==> src/rtl/twos_pkg.sv <==
// Shared definitions for the bit-serial two's-complement to sign-magnitude
// decoder: FSM state encoding and the default data width.
package twos_pkg;

  localparam int DEFAULT_WIDTH = 8;

  typedef enum logic [1:0] {
    ST_IDLE = 2'd0,
    ST_CONV = 2'd1,
    ST_DONE = 2'd2
  } state_t;

endpackage

==> src/rtl/twos_to_signmag_serial_cell.sv <==
// serial_twos_cell: one bit-slice of the copy-up-to-first-1-then-invert rule.
// Holds the "a 1 has already gone past" flag and picks copy or invert for the
// bit currently being presented.
// Ports:
//   clk, rst  clock and asynchronous active-high reset
//   clr       start of a new word: forget any 1 seen so far
//   en        a bit is being consumed this cycle
//   sign      sign of the word being converted (invert only for negatives)
//   b_in      current two's-complement bit, LSB first
//   o         magnitude bit for the current position
module serial_twos_cell (
  input  logic clk,
  input  logic rst,
  input  logic clr,
  input  logic en,
  input  logic sign,
  input  logic b_in,
  output logic o
);

  logic seen_one;

  always_ff @(posedge clk or posedge rst) begin
    if (rst) begin
      seen_one <= 1'b0;
    end else if (clr) begin
      seen_one <= 1'b0;
    end else if (en) begin
      seen_one <= seen_one | b_in;
    end
  end

  // Bits up to and including the first 1 pass through unchanged; every bit
  // after it is inverted, but only when the word is negative.
  assign o = (sign & seen_one) ? ~b_in : b_in;

endmodule

==> src/rtl/twos_to_signmag_serial.sv <==
// twos_to_signmag_serial: converts a WIDTH-bit two's-complement word into a
// sign bit plus unsigned magnitude, one bit per clock, LSB first.
// Handshake: a transfer happens on a rising edge where valid and ready are
// both high; valid is held until then, ready never depends on valid.
// Ports:
//   clk, rst             clock and asynchronous active-high reset
//   in_valid, in_ready   input handshake (in_ready high only in IDLE)
//   in_data              two's-complement operand
//   out_valid, out_ready output handshake (out_valid high only in DONE)
//   out_sign, out_mag    sign and |in_data|; hold their value until the
//                        next conversion overwrites them
//   dbg_state            current FSM state, for observation only
module twos_to_signmag_serial
  import twos_pkg::*;
#(
  parameter int WIDTH = DEFAULT_WIDTH
) (
  input  logic             clk,
  input  logic             rst,
  input  logic             in_valid,
  output logic             in_ready,
  input  logic [WIDTH-1:0] in_data,
  output logic             out_valid,
  input  logic             out_ready,
  output logic             out_sign,
  output logic [WIDTH-1:0] out_mag,
  output state_t           dbg_state
);

  localparam int CW = $clog2(WIDTH);
  localparam logic [CW-1:0] CNT_LAST = CW'(WIDTH - 1);

  state_t           state;
  state_t           state_nxt;
  logic [CW-1:0]    cnt;
  logic [WIDTH-1:0] shift_reg;
  logic [WIDTH-1:0] mag;
  logic             sign_q;
  logic             accept;
  logic             conv_en;
  logic             cell_o;

  // in_ready is decoded from state, so this is the plain handshake.
  assign accept  = (state == ST_IDLE) & in_valid;
  assign conv_en = (state == ST_CONV);

  // State register
  always_ff @(posedge clk or posedge rst) begin
    if (rst) state <= ST_IDLE;
    else     state <= state_nxt;
  end

  // Next-state logic
  always_comb begin
    state_nxt = state;
    case (state)
      ST_IDLE: if (in_valid)        state_nxt = ST_CONV;
      ST_CONV: if (cnt == CNT_LAST) state_nxt = ST_DONE;
      ST_DONE: if (out_ready)       state_nxt = ST_IDLE;
      default:                      state_nxt = ST_IDLE;
    endcase
  end

  // Output decode (state only)
  always_comb begin
    in_ready  = 1'b0;
    out_valid = 1'b0;
    case (state)
      ST_IDLE: in_ready  = 1'b1;
      ST_DONE: out_valid = 1'b1;
      default: ;
    endcase
  end

  serial_twos_cell u_cell (
    .clk  (clk),
    .rst  (rst),
    .clr  (accept),
    .en   (conv_en),
    .sign (sign_q),
    .b_in (shift_reg[0]),
    .o    (cell_o)
  );

  // Datapath: operand shifts out LSB first, magnitude fills from the top so
  // that after WIDTH shifts the first bit produced sits at bit 0.
  always_ff @(posedge clk or posedge rst) begin
    if (rst) begin
      shift_reg <= '0;
      mag       <= '0;
      sign_q    <= 1'b0;
      cnt       <= '0;
    end else if (accept) begin
      shift_reg <= in_data;
      sign_q    <= in_data[WIDTH-1];
      cnt       <= '0;
    end else if (conv_en) begin
      shift_reg <= shift_reg >> 1;
      mag       <= {cell_o, mag[WIDTH-1:1]};
      cnt       <= cnt + 1'b1;
    end
  end

  assign out_sign  = sign_q;
  assign out_mag   = mag;
  assign dbg_state = state;

endmodule
==> config.mk <==
export PLATFORM = sky130hd
export DESIGN_NAME = twos_to_signmag_serial
export DESIGN_NICKNAME = d
export VERILOG_FILES = /design/src/rtl/twos_pkg.sv /design/src/rtl/twos_to_signmag_serial_cell.sv /design/src/rtl/twos_to_signmag_serial.sv
export SDC_FILE = /design/constraint.sdc
export NUM_CORES = 1
export LEC_CHECK = 0
export CAP_MARGIN = 20
export CORE_MARGIN = 2
export CORE_UTILIZATION = 40
export DETAILED_ROUTE_END_ITERATION = 7
export PLACE_DENSITY = 0.69
export SYNTH_ARGS = -nofsm -noshare
export SYNTH_HDL_FRONTEND = slang
export SYNTH_SLANG_ARGS = --single-unit
==> constraint.sdc <==
create_clock -name clk -period 3.55 [get_ports clk]
set_input_delay 0.5325 -clock clk [delete_from_list [all_inputs] [get_ports clk]]
set_output_delay 0.5325 -clock clk [all_outputs]
set_load 0.005 [all_outputs]
==> results of run 1 <==
## metal layers
metal	wire length [um]	track usage
met1	1020	0.185
met2	975	0.214
met3	107	0.0507
met4	0	0.0238
met5	0	0
## power by group through the flow
stage               registers [uW]  clock network, uW  logic (uW)
global placement               488                  0         473
detailed placement             495                  0         489
global route                   509                138         531
floorplan                      459                  0         363
CTS                            491                128         494
finish                         494                122         487
## cell families after synthesis
| logic type | after synthesis |
|---|---|
| AND/OR/NAND/NOR | 27 |
| adder cells (fa/ha/maj) | 2 |
| AO/OA/AOI/OAI | 24 |
| buffers and inverters | 7 |
| flip-flops | 23 |
| XOR/XNOR | 1 |
| multiplexers | 8 |
## worst paths after layout
kind / end / slack, ns
min reg2reg: shift_reg[6]$_DFFE_PP0P_ / 0.52
max reg2reg: out_mag[0]$_DFFE_PP0P_ / 1.90
min: shift_reg[6]$_DFFE_PP0P_ / 0.52
max in group asynchronous: shift_reg[1]$_DFFE_PP0P_ / 2.33
max: out_valid / 1.12
min in group asynchronous: out_mag[5]$_DFFE_PP0P_ / 0.69
## final cells by class
cell class	count	share of cell area
Timing Repair Buffer	24	0.177
Clock inverter	1	0.00369
Clock buffer	3	0.0166
Tap cell	31	0.0286
Multi-Input combinational cell	62	0.345
Inverter	2	0.00553
Sequential cell	23	0.424
## critical path: stages, from the launching register on
cell,delay (ns)
dfrtp_1,0.77
inv_1,0.19
nor2_1,0.13
clkdlybuf4s50_1,0.50
## cells in the mapped netlist (all sizes together)
cell type / n
mux2: 8
a22o: 2
nor2: 5
a21bo: 1
inv: 2
o21ai: 9
nand3: 1
buf: 5
nand2: 11
a221o: 7
o31ai: 1
ha: 2
nand2b: 9
xor2: 1
dfrtp: 23
nor2b: 1
a21oi: 4
## layout by cell type, fill, tap and decap left out, types with 2 or more instances in the layout
cell type,count
nand2_1,11
clkdlybuf4s50_1,24
clkbuf_4,3
dfrtp_1,23
inv_1,2
a221o_1,7
mux2_4,7
o21ai_0,8
a22o_1,2
a21oi_1,4
ha_1,2
nor2_1,3
nand2b_1,8
## through the flow
stage                     instance area, sq um  power (uW)   util  setup WS [ns]
after CTS                                 1360        1110  0.505           1.12
final                                     1360        1100  0.505           1.12
after global routing                      1360        1180  0.505           1.03
after global placement                    1330         962  0.495           1.53
after detailed placement                  1330         984  0.495           1.48
after floorplan                           1100         823      -           2.27
==> results.tsv, run 1 <==
metric	value	unit
Total Die Area	3200	sq um
CTS root buffer	clkbuf_4	
power per cell area	812	nW/um^2
Worst setup SP type	register	
Starting Density	0.411	
Adder-Cell Fraction of Synth Area	0.0227	
# clock sinks	23	
largest net degree at the start of global routing	24	
post-synthesis cell type count	23	
Die X	56.5	um
setup TNS after final layout	0	ns
RSZ-0062 raised after global routing	no	
Rel. slew slack	0.413	
launch point of the worst path	dbg_state[1]$_DFFE_PP0P_	
Final Skew	0.00407	ns
post-synthesis simple-gate area fraction	0.134	
CP Capture Type	output port	
Sw Ratio	0.328	
syn avg cell area	12.0	sq um
Die Span Y	56.5	um
Top Ports	25	
Synth area leaders	dfrtp_1 (52%), mux2_4 (9.5%), a221o_1 (6.3%)	
PostCTS Resize Cnt	0	
clk buf depth	2	
cell depth of the worst hold path	1	
Leak	0.000620	uW
vias per cell	5.32	
post-synth top area share	0.522	
critical path type	reg2out	
largest area contributor in the netlist	dfrtp_1	
total clock buffers created by CTS	3	
worst slew pin tran	0.880	ns
routed via count	777	
sequential share of the synthesized area	0.522	
ANT cells	0	
Min-Delay Path Class	reg2reg	
Synth Register Bits	23	
# port buffers	24	
Syn Nets	106	
Netlist Area Pre-Place	1100	sq um
Yosys warning total	0	
Final period util	0.685	
GRT Util Overall	0.137	
Layout Area Growth over Synthesis	23.0	%
VDD IR-drop max	0.427	mV
vias in the first global route	733	
GRT overflow	0	
Worst EP required	3.02	ns
Net Sw Power	362	uW
final hold violation count	0	
row count	19	
reg2reg start	dbg_state[1]$_DFFE_PP0P_	
outcome	finished, final reports clean	
Post-DRT Antenna Nets	0	
Synth Area in Compound Gates	0.154	
share of layout cells above drive strength 1	0.139	
final net count	130	
sequential power share	0.448	
Arrival @ worst endpoint	1.90	ns
WHS	0.521	ns
core area	2690	sq um
Synth Area in XOR/XNOR	0.00794	
Final Instance Count excl. Fillers	146	
CP Max Fanout	20	
Reg area	576	sq um
final-layout fill cell count	234	
Post-Route WL	2100	um
mux contribution to synthesized area	0.105	
post-layout min period	2.43	ns
largest family of logic cells by synthesized area	compound AO/OA/AOI/OAI gates	
Post-route DRC	0	
Clock power frac	0.111	
htree depth	1	
Cells after Synth	92	
clk slew on worst S/H paths	0.12	ns
global-route wire length before repair	3420	um
Cell Int Power	741	uW
combinational group share of total power	0.441	
number of max-cap violations	0	
r2r worst-path depth	2	
DP Cell Count	142	
area taken by multi-input logic gates	468	sq um
RePlAce Congestion	0.741	
fmax	411	MHz
Slew Viols, Final	0	
initial antenna violation count	0	
DP HPWL	1400	um
worst hold start	shift_reg[7]$_DFFE_PP0P_	
DR WL/cell	14.4	um
final setup vio count	0	
Setup Buffers After CTS	0	
total iterations of the first detailed-routing run	4	
CTS tree	built	
Clock Latency Late Sink	0.31	ns
post-cts hold buffer count	0	
Initial DRC Count	22	
Power figures use the tool's default switching activity.
==> run 2: changes to the inputs <==
==> constraint.sdc (replaced) <==
create_clock -name clk -period 2.4 [get_ports clk]
set_input_delay 0.36 -clock clk [delete_from_list [all_inputs] [get_ports clk]]
set_output_delay 0.36 -clock clk [all_outputs]
set_load 0.005 [all_outputs]
==> results.tsv, run 2 (synthesis gave the netlist of run 1 again) <==
metric	value	unit
DR WL met3	92	um
Die Span Y	56.5	um
top sig layer	met4	
WHS	0.360	ns
Leak	0.000625	uW
GRT overflow	0	
Clock Latency Late Sink	0.31	ns
worst slew pin tran	0.639	ns
CP top delay family	flip-flops	
Post-Route WL	2030	um
Setup Buffers After CTS	0	
# clock sinks	23	
row count	19	
core area	2690	sq um
vias in the first global route	767	
final net count	131	
most common cell after layout, fill and taps aside	clkdlybuf4s50_1	
global-route wire length before repair	3510	um
fmax	443	MHz
Top Ports	25	
CP Capture Type	output port	
routed via count	749	
Worst EP required	2.04	ns
DP HPWL	1390	um
RePlAce Congestion	0.700	
Starting Density	0.411	
r2r worst-path depth	2	
Min-Delay Path Class	in2async	
ANT cells	0	
# port buffers	24	
Die X	56.5	um
Initial DRC Count	22	
CTS tree	built	
critical path type	reg2out	
most frequent cells in the layout	clkdlybuf4s50_1 (24), dfrtp_1 (23), nand2_1 (11), nand2b_1 (8), o21ai_0 (8)	
initial antenna violation count	0	
clk buf depth	2	
final hold violation count	0	
WP depth	3	
VDD IR-drop max	0.621	mV
CP Max Fanout	20	
Post-route DRC	0	
Slowest Stage Delay on Critical Path	0.77	ns
clk slew on worst S/H paths	0.13	ns
met2 wire length	852	um
post-layout min period	2.26	ns
Worst setup SP type	register	
post-cts hold buffer count	0	
CTS root buffer	clkbuf_4	
crit-path cells	inv_1 -> nor2_1 -> clkdlybuf4s50_1	
Rel. slew slack	0.574	
Slew Viols, Final	0	
vias per cell	5.10	
Final Skew	0.00302	ns
number of max-cap violations	0	
Post-DRT Antenna Nets	0	
total iterations of the first detailed-routing run	4	
setup TNS after final layout	0	ns
outcome	finished, final reports clean	
PostCTS Resize Cnt	0	
Total Die Area	3200	sq um
R2R setup slack	0.73	ns
M1 WL	1060	um
share of layout cells above drive strength 1	0.147	
total clock buffers created by CTS	3	
DR WL/cell	13.8	um
final setup vio count	0	
slowest CP cell	dfrtp_1	
GRT Util Overall	0.142	
RSZ-0062 raised after global routing	no	
power per cell area	1190	nW/um^2
Buf+Inv Stages, Crit Path	2	
largest net degree at the start of global routing	24	
Layout Area Growth over Synthesis	23.7	%
Arrival @ worst endpoint	1.90	ns
Final period util	0.940	
htree depth	1	
[run 2: cell count changes in the layout (fill, tap and decap cells not counted)]
cell	previous run	this run
buf_4	0	1
[run 2: cell type report]
type                            count  area, sq um
Multi-Input combinational cell     62          468
Timing Repair Buffer               25          248
Tap cell                           31         38.8
Fill cell                         254         1320
Inverter                            2         7.51
Clock buffer                        3         22.5
Sequential cell                    23          576
Clock inverter                      1         5.00
[run 2: stage by stage]
step / setup slack (ns) / power [uW] / cells / cell area, sq um / utilization
CTS: 0.140 / 1650 / 147 / 1370 / 0.508
detailed placement: 0.512 / 1460 / 143 / 1340 / 0.498
global placement: 0.541 / 1430 / 143 / 1340 / 0.498
global route: 0.0335 / 1750 / 147 / 1370 / 0.508
floorplan: 1.17 / 1220 / 92 / 1100 / -
finish: 0.144 / 1620 / 147 / 1370 / 0.508
[run 2: worst paths after layout]
check | from | endpoint
max | dbg_state[1]$_DFFE_PP0P_ | out_valid
min | rst | out_mag[5]$_DFFE_PP0P_
max reg2reg | dbg_state[1]$_DFFE_PP0P_ | out_mag[3]$_DFFE_PP0P_
min reg2reg | shift_reg[7]$_DFFE_PP0P_ | shift_reg[7]$_DFFE_PP0P_
max in group asynchronous | rst | out_mag[2]$_DFFE_PP0P_
min in group clk | shift_reg[7]$_DFFE_PP0P_ | shift_reg[7]$_DFFE_PP0P_
[run 2: metal layers]
layer	vias to the layer above	track usage
met5	-	0
met4	0	0.0510
met3	3	0.0323
met2	18	0.214
met1	356	0.200
li1	372	-
[run 2: where the power goes]
| group | internal (uW) | leakage, uW | total [uW] | switching, uW |
|---|---|---|---|---|
| sequential | 561 | 0.000285 | 725 | 164 |
| combinational | 473 | 0.000321 | 715 | 242 |
| clock | 62.4 | 0.0000177 | 181 | 119 |
| total | 1100 | 0.000625 | 1620 | 525 |
[run 2: worst reg2reg max path: stages (launching register included)]
cell and delay (ns):
dfrtp_1 0.64, nor2b_4 0.58, mux2_4 0.35
==> run 3: changes to the inputs <==
--- a/config.mk
+++ b/config.mk
@@ -9,7 +9,7 @@
 export CORE_MARGIN = 2
 export CORE_UTILIZATION = 40
 export DETAILED_ROUTE_END_ITERATION = 7
-export PLACE_DENSITY = 0.69
+export PLACE_DENSITY = 0.71
 export SYNTH_ARGS = -nofsm -noshare
 export SYNTH_HDL_FRONTEND = slang
 export SYNTH_SLANG_ARGS = --single-unit
==> constraint.sdc (replaced) <==
create_clock -name clk -period 1.95 [get_ports clk]
set_input_delay 0.2925 -clock clk [delete_from_list [all_inputs] [get_ports clk]]
set_output_delay 0.2925 -clock clk [all_outputs]
set_load 0.005 [all_outputs]
==> results.tsv, run 3 (synthesis gave the netlist of run 1 again) <==
metric	value	unit
Die X	56.5	um
Total Die Area	3200	sq um
CTS root buffer	clkbuf_4	
Rel. slew slack	0.710	
Starting Density	0.411	
RSZ-0062 raised after global routing	no	
routed via count	781	
Post-route DRC	0	
Min-Delay Path Class	in2async	
vias per cell	5.24	
GRT Util Overall	0.137	
most frequent cells in the layout	clkdlybuf4s50_1 (24), dfrtp_1 (22), nand2_1 (11), nand2b_1 (8), o21ai_0 (8)	
htree depth	1	
global-route wire length before repair	3460	um
core area	2690	sq um
Final period util	0.947	
row count	19	
setup TNS after final layout	0	ns
Post-Route WL	2030	um
final hold violation count	0	
most used routing layer	met2	
RePlAce Congestion	0.723	
Arrival @ worst endpoint	1.55	ns
CP Capture Type	output port	
critical path type	reg2out	
initial antenna violation count	0	
Leak	0.000633	uW
number of max-cap violations	0	
share of layout cells above drive strength 1	0.169	
final setup vio count	0	
Util after Layout	0.514	
DP HPWL	1460	um
# clock sinks	23	
total clock buffers created by CTS	3	
Worst setup SP type	register	
CP Max Fanout	10	
total iterations of the first detailed-routing run	4	
outcome	finished, final reports clean	
Worst EP required	1.66	ns
worst slew pin tran	0.434	ns
Slew Viols, Final	0	
ANT cells	0	
Die Span Y	56.5	um
GRT overflow	0	
Initial DRC Count	16	
GRT met1 Usage	0.193	
Top Ports	25	
clk slew on worst S/H paths	0.13	ns
Post-DRT Antenna Nets	0	
vias in the first global route	770	
met2 Use GR	0.206	
fmax	541	MHz
Layout Area Growth over Synthesis	25.2	%
power per cell area	1460	nW/um^2
final net count	133	
# port buffers	24	
CTS tree	built	
clk buf depth	2	
most common cell after layout, fill and taps aside	clkdlybuf4s50_1	
Final Skew	0.00238	ns
GR Util met3	0.0323	
largest net degree at the start of global routing	24	
Clock Latency Late Sink	0.31	ns
VDD IR-drop max	0.721	mV
post-layout min period	1.85	ns
DR WL/cell	13.6	um
==> run 3: per-layer routing <==
metal	vias up	share of wire	routed length, um
met1	379	0.47	959
met3	2	0.046	94
met2	21	0.48	965
met4	0	0.0049	10
met5	-	0	0
li1	379	-	-
==> run 3: timing repair <==
action,4_1_cts,5_1_grt
gates resized for setup,0,1
endpoints found under the setup margin,0,1
hold buffers,0,0
endpoints found under the hold margin,0,0
buffers inserted,0,0
==> run 3: final timing paths <==
check,start,end,slack (ns),cells past startpoint
max,dbg_state[0]$_DFFE_PP0P_,in_ready,0.10,2
min reg2reg,shift_reg[7]$_DFFE_PP0P_,shift_reg[6]$_DFFE_PP0P_,0.52,1
max reg2reg,dbg_state[0]$_DFFE_PP0P_,out_mag[1]$_DFFE_PP0P_,0.43,2
min in group clk,shift_reg[7]$_DFFE_PP0P_,shift_reg[6]$_DFFE_PP0P_,0.52,1
max in group asynchronous,rst,dbg_state[1]$_DFFE_PP0P_,1.40,3
min,rst,out_mag[5]$_DFFE_PP0P_,0.31,3
==> run 3: final cells by class <==
class / instances / area (sq um)
well taps: 31 / 38.8
repair buffers: 27 / 263
flip-flops and latches: 23 / 577
inverters: 2 / 7.51
multi-input cells: 62 / 468
clock buffers: 3 / 22.5
fillers: 239 / 1310
clock inverters: 1 / 5.00
==> run 3: critical path, cell delays in order (launching register included) <==
cell             delay, ns
dfrtp_1               0.53
nor2_4                0.19
clkdlybuf4s50_1       0.52
==> run 3: power by group <==
| group | leakage (uW) | switching, uW | internal, uW |
|---|---|---|---|
| sequential | 0.000284 | 189 | 692 |
| clock | 0.0000177 | 146 | 76.5 |
| combinational | 0.000331 | 318 | 601 |
==> run 3: through the flow <==
stage / hold slack, ns / total power (uW) / setup WS, ns / cell area [sq um] / cells
detailed placement: 0.487 / 1820 / 0.424 / 1350 / 145
floorplan: 0.294 / 1500 / 0.723 / 1100 / 92
global placement: 0.485 / 1770 / 0.447 / 1350 / 145
finish: 0.309 / 2020 / 0.103 / 1380 / 149
global route: 0.352 / 2180 / 0.0197 / 1380 / 149
CTS: 0.321 / 2040 / 0.0731 / 1380 / 149
